<file path="src/rtl/shift_add_mult_ctrl.sv">
// shift_add_mult_ctrl
//    Unsigned WIDTH x WIDTH multiplier. It computes the product by iterative
//    shift-and-add and reuses one ripple-carry adder built from chained fa
//    cells. It runs one add/shift step per clock and gives a 2*WIDTH-bit
//    product together with a one-cycle done pulse.
//
// Ports
//    CLOCK_50 : system clock, rising-edge active
//    resetn   : asynchronous active-low reset
//    start    : begin a multiply (level-sampled, acted on only when idle)
//    a, b     : multiplicand / multiplier, sampled on the accepting edge
//    busy     : high while the add/shift sequence runs
//    done     : one-cycle pulse, product valid
//    product  : result register, holds until the next completion

// fa
//    One-bit full adder cell.
// Ports
//    x, y : addend bits
//    ci   : carry in
//    s    : sum
//    co   : carry out
module fa (
   input  logic x,
   input  logic y,
   input  logic ci,
   output logic s,
   output logic co
);
   assign s  = x ^ y ^ ci;
   assign co = (x & y) | (ci & (x ^ y));
endmodule

module shift_add_mult_ctrl #(
   parameter int unsigned WIDTH = 4
) (
   input  logic               CLOCK_50,
   input  logic               resetn,
   input  logic               start,
   input  logic [WIDTH-1:0]   a,
   input  logic [WIDTH-1:0]   b,
   output logic               busy,
   output logic               done,
   output logic [2*WIDTH-1:0] product
);

   localparam int unsigned CW = $clog2(WIDTH + 1);

   typedef enum logic [1:0] {IDLE, RUN, DONE} state_t;

   state_t           state, state_nx;
   logic [WIDTH-1:0] m, acc, q;
   logic [CW-1:0]    count;
   logic [WIDTH-1:0] addend, sum;
   logic [WIDTH:0]   carry;
   logic             cout;
   logic             last;

   // Shared ripple-carry adder: ACC + (Q[0] ? M : 0), carry in tied low
   assign addend   = q[0] ? m : '0;
   assign carry[0] = 1'b0;

   for (genvar i = 0; i < WIDTH; i++) begin : g_fa
      fa u_fa (
         .x  (acc[i]),
         .y  (addend[i]),
         .ci (carry[i]),
         .s  (sum[i]),
         .co (carry[i+1])
      );
   end

   assign cout = carry[WIDTH];
   assign last = (count == CW'(WIDTH - 1));

   // State register
   always_ff @(posedge CLOCK_50 or negedge resetn) begin
      if (!resetn) state <= IDLE;
      else         state <= state_nx;
   end

   // Next-state logic
   always_comb begin
      state_nx = state;
      unique case (state)
         IDLE:    if (start) state_nx = RUN;
         RUN:     if (last)  state_nx = DONE;
         DONE:    state_nx = IDLE;
         default: state_nx = IDLE;
      endcase
   end

   // Outputs decode straight from the state register, so they are glitch-free
   // and busy/done are mutually exclusive by construction
   always_comb begin
      busy = 1'b0;
      done = 1'b0;
      unique case (state)
         RUN:     busy = 1'b1;
         DONE:    done = 1'b1;
         default: ;
      endcase
   end

   // Datapath: {ACC, Q} shifts right one place per step. The adder carry-out
   // enters ACC at the top, so the full 2*WIDTH-bit product never overflows.
   always_ff @(posedge CLOCK_50 or negedge resetn) begin
      if (!resetn) begin
         m       <= '0;
         acc     <= '0;
         q       <= '0;
         count   <= '0;
         product <= '0;
      end else begin
         unique case (state)
            IDLE: begin
               if (start) begin
                  m     <= a;
                  q     <= b;
                  acc   <= '0;
                  count <= '0;
               end
            end
            RUN: begin
               acc   <= {cout, sum[WIDTH-1:1]};
               q     <= {sum[0], q[WIDTH-1:1]};
               count <= count + 1'b1;
               if (last) product <= {cout, sum[WIDTH-1:1], sum[0], q[WIDTH-1:1]};
            end
            default: ;
         endcase
      end
   end

endmodule
</file>
<file path="config.mk">
export PLATFORM = sky130hd
export DESIGN_NAME = shift_add_mult_ctrl
export DESIGN_NICKNAME = d
export VERILOG_FILES = /design/src/rtl/shift_add_mult_ctrl.sv
export SDC_FILE = /design/constraint.sdc
export NUM_CORES = 1
export LEC_CHECK = 0
export CAP_MARGIN = 20
export CORE_ASPECT_RATIO = 1.5
export CORE_MARGIN = 4
export CORE_UTILIZATION = 53
export CTS_CLUSTER_SIZE = 28
export DETAILED_ROUTE_END_ITERATION = 10
export PLACE_DENSITY = 0.81
export SETUP_SLACK_MARGIN = 0.3
export SKIP_LAST_GASP = 1
export SLEW_MARGIN = 20
export SYNTH_ARGS = -nofsm -noshare
export SYNTH_HDL_FRONTEND = slang
export SYNTH_SLANG_ARGS = --single-unit
</file>
<file path="constraint.sdc">
create_clock -name CLOCK_50 -period 6.37 [get_ports CLOCK_50]
set_input_delay 0.9555 -clock CLOCK_50 [delete_from_list [all_inputs] [get_ports CLOCK_50]]
set_output_delay 0.9555 -clock CLOCK_50 [all_outputs]
set_load 0.1 [all_outputs]
</file>
==> run_results.csv <==
group,metric,value,unit
synth,syn_area,0.001095,sq mm
route,drtIter0Drc,13,
placed_design,gp_congestion,0.8992,
critical_path,slowest_stage,"clkdlybuf4s50_1",
sta,clock.fmax,299.2,MHz
clock_network,h-tree-depth,1,
sta,rsz0062_at_grt,"false",
sta,fin_crit,3.342,ns
synth,syn_avg_cell_area,11.40,sq um
hold_path,hold_class,"flop to flop",
critical_path,r2r_start,"q[0]",
clock_network,root_buffer,"clkbuf_4",
finish,nNetsFinal,136,
critical_path,worst-path-buf-inv,2,
critical_path,cp_top_family,"buffers and inverters",
hold_path,hold_depth,2,
critical_path,path_cells,"or2b_1 > inv_1 > clkdlybuf4s50_1",
sta,min_period_over_period,0.5246,
route,vias,766,
placed_design,dp_hpwl,1562,um
critical_path,path_max_fanout,11,
clock_network,clkSinkCount,25,
sta,finalSetupViolCount,0,
route,drt-pass1-iter-count,4,
critical_path,cpPeakStageDelay,1.13,ns
floorplan,core,0.001902,sq mm
global_route,antenna_found_initial,0,
critical_path,startpoint,"state[0]",
flow_run,drv_cap,0,
sta,tns,0,ns
synth,yosysSeqAreaShare,0.5714,
synth,syn_nets,113,
floorplan,die_h,63.67,um
global_route,grt_pass1_vias,839,
clock_network,cts_buffers,3,
route,drc,0,
synth,ys_ff_latch,25,
route,antenna_left,0,
finish,antenna_cells,0,
outcome,status,"finished clean",
synth,syn_inst,96,
critical_path,crit_cells,3,
floorplan,dieArea,0.002872,sq mm
clock_network,clock_latency,0.31,ns
placed_design,portBuffers,20,
sta,finalClockSkew,0.001593,ns
floorplan,ios,21,
sta,finalHoldViolCount,0,
clock_network,postCtsSetupRepairBufs,0,
sta,finalMaxSlewViolations,0,
route,wl_per_cell,14.37,um
critical_path,cp.required,5.41,ns
route,avgViaCountPerCell,5.511,
global_route,grt_pass1_wl,3636,um
finish,fin_cells,139,
critical_path,regToRegSetupSlack,4.08,ns
global_route,grt_max_degree,26,
finish,mostFrequentLayoutCell,"dfrtp_1",
hold_path,hp-start,"product[7]",
route,routed_wl,1998,um
global_route,grt_overflow,0,
finish,drive_above_1_share,0.1102,
critical_path,endpoint_kind,"primary output",
clock_network,cts_tree,"yes",
sta,relSlewSlack,0.3484,
critical_path,cp_data_arrival_time,2.39,ns
synth,ys_warn_count,0,
critical_path,path_class,"flop to primary output",
clock_network,postCtsHoldBufs,0,
global_route,gr-usage-all-layers,0.1643,
floorplan,chipWidth,45.11,um
clock_network,clk_pin_slew_worst_paths,0.13,ns
floorplan,rows,19,
critical_path,r2r_cells,7,
critical_path,worst_setup_path_start_kind,"flop",
synth,yosysUniqueCellTypes,18,
clock_network,cts_buffer_depth,2,
finish,layout_common_cells,"25 x dfrtp_1, 19 x clkdlybuf4s50_1, 13 x nand2_1, 10 x o21ai_0, 9 x inv_1",
floorplan,start_util,0.5757,
finish,syn_to_final_growth,21.71,%
placed_design,dp_cells,135,
sta,worst_slew_pin_slew,0.9744,ns
clock_network,cts-resized-gates,0,
-- cell usage after synthesis --
cell | instances | area share
mux2_2 | 8 | 0.082
a21oi_1 | 5 | 0.023
buf_2 | 2 | 0.0091
nor2_1 | 3 | 0.010
nand2b_2 | 1 | 0.0080
inv_1 | 9 | 0.031
o21bai_1 | 1 | 0.0069
and2_1 | 1 | 0.0057
nand2_1 | 13 | 0.045
o22ai_1 | 8 | 0.046
a22o_1 | 1 | 0.0080
fa_1 | 3 | 0.055
ha_1 | 3 | 0.034
or2b_1 | 1 | 0.0069
nor2b_1 | 1 | 0.0057
o21ai_0 | 10 | 0.046
dfrtp_1 | 25 | 0.57
nand3b_1 | 1 | 0.0069
-- layout make-up --
class | count | area [sq um]
fill | 142 | 569.3
multi-input combinational | 60 | 425.4
clock buffer | 4 | 26.28
tap | 21 | 26.28
timing repair buffer | 20 | 195.2
inverter | 9 | 33.78
sequential | 25 | 625.6
-- final timing paths --
kind,endpoint
max,busy
min,product[7]
max reg2reg,product[6]
min reg2reg,product[7]
max in group asynchronous,m[2]
min in group asynchronous,product[6]
-- routing by layer --
metal,global-route usage,vias to the layer above,wire [um]
li1,-,375,-
met4,0.04396,0,17
met2,0.2837,23,1055
met1,0.2063,366,828
met3,0.02279,2,97
met5,0,-,0
-- worst reg2reg max path: stages, from the launching register on --
cell	delay (ns)
dfrtp_1	0.47
and2_1	0.17
ha_1	0.13
inv_1	0.04
fa_1	0.38
fa_1	0.39
fa_1	0.50
o21ai_0	0.09
-- flip-flops by register name (all words and copies together) (netlist names) --
| signal | flops |
|---|---|
| q | 4 |
| product | 8 |
| state | 2 |
| count | 3 |
| m | 4 |
| acc | 4 |
-- kinds of logic (layout without fill, tap and decap cells) --
| group | Yosys count | in the layout | share of synthesized area |
|---|---|---|---|
| multiplexers | 8 | 8 | 0.08229 |
| AO/OA/AOI/OAI | 25 | 25 | 0.1291 |
| flip-flops | 25 | 25 | 0.5714 |
| buffers and inverters | 11 | 33 | 0.04000 |
| adder cells (fa/ha/maj) | 6 | 6 | 0.08915 |
| AND/OR/NAND/NOR | 21 | 21 | 0.08802 |
-- stage by stage --
stage          setup slack (ns)  area, sq um  utilization  hold slack (ns)
6_report                  3.028         1333       0.7007           0.4955
5_1_grt                   2.907         1333       0.7007           0.5367
4_1_cts                   3.024         1338       0.7033           0.5006
3_5_place_dp              3.378         1311       0.6895           0.4712
3_3_place_gp              3.433         1311       0.6895           0.4602
2_1_floorplan             3.700         1095            -           0.4498
Power is left out: the tool's default activity adds up to more than one toggle a clock period on the data nets, which glitch-free logic cannot reach.
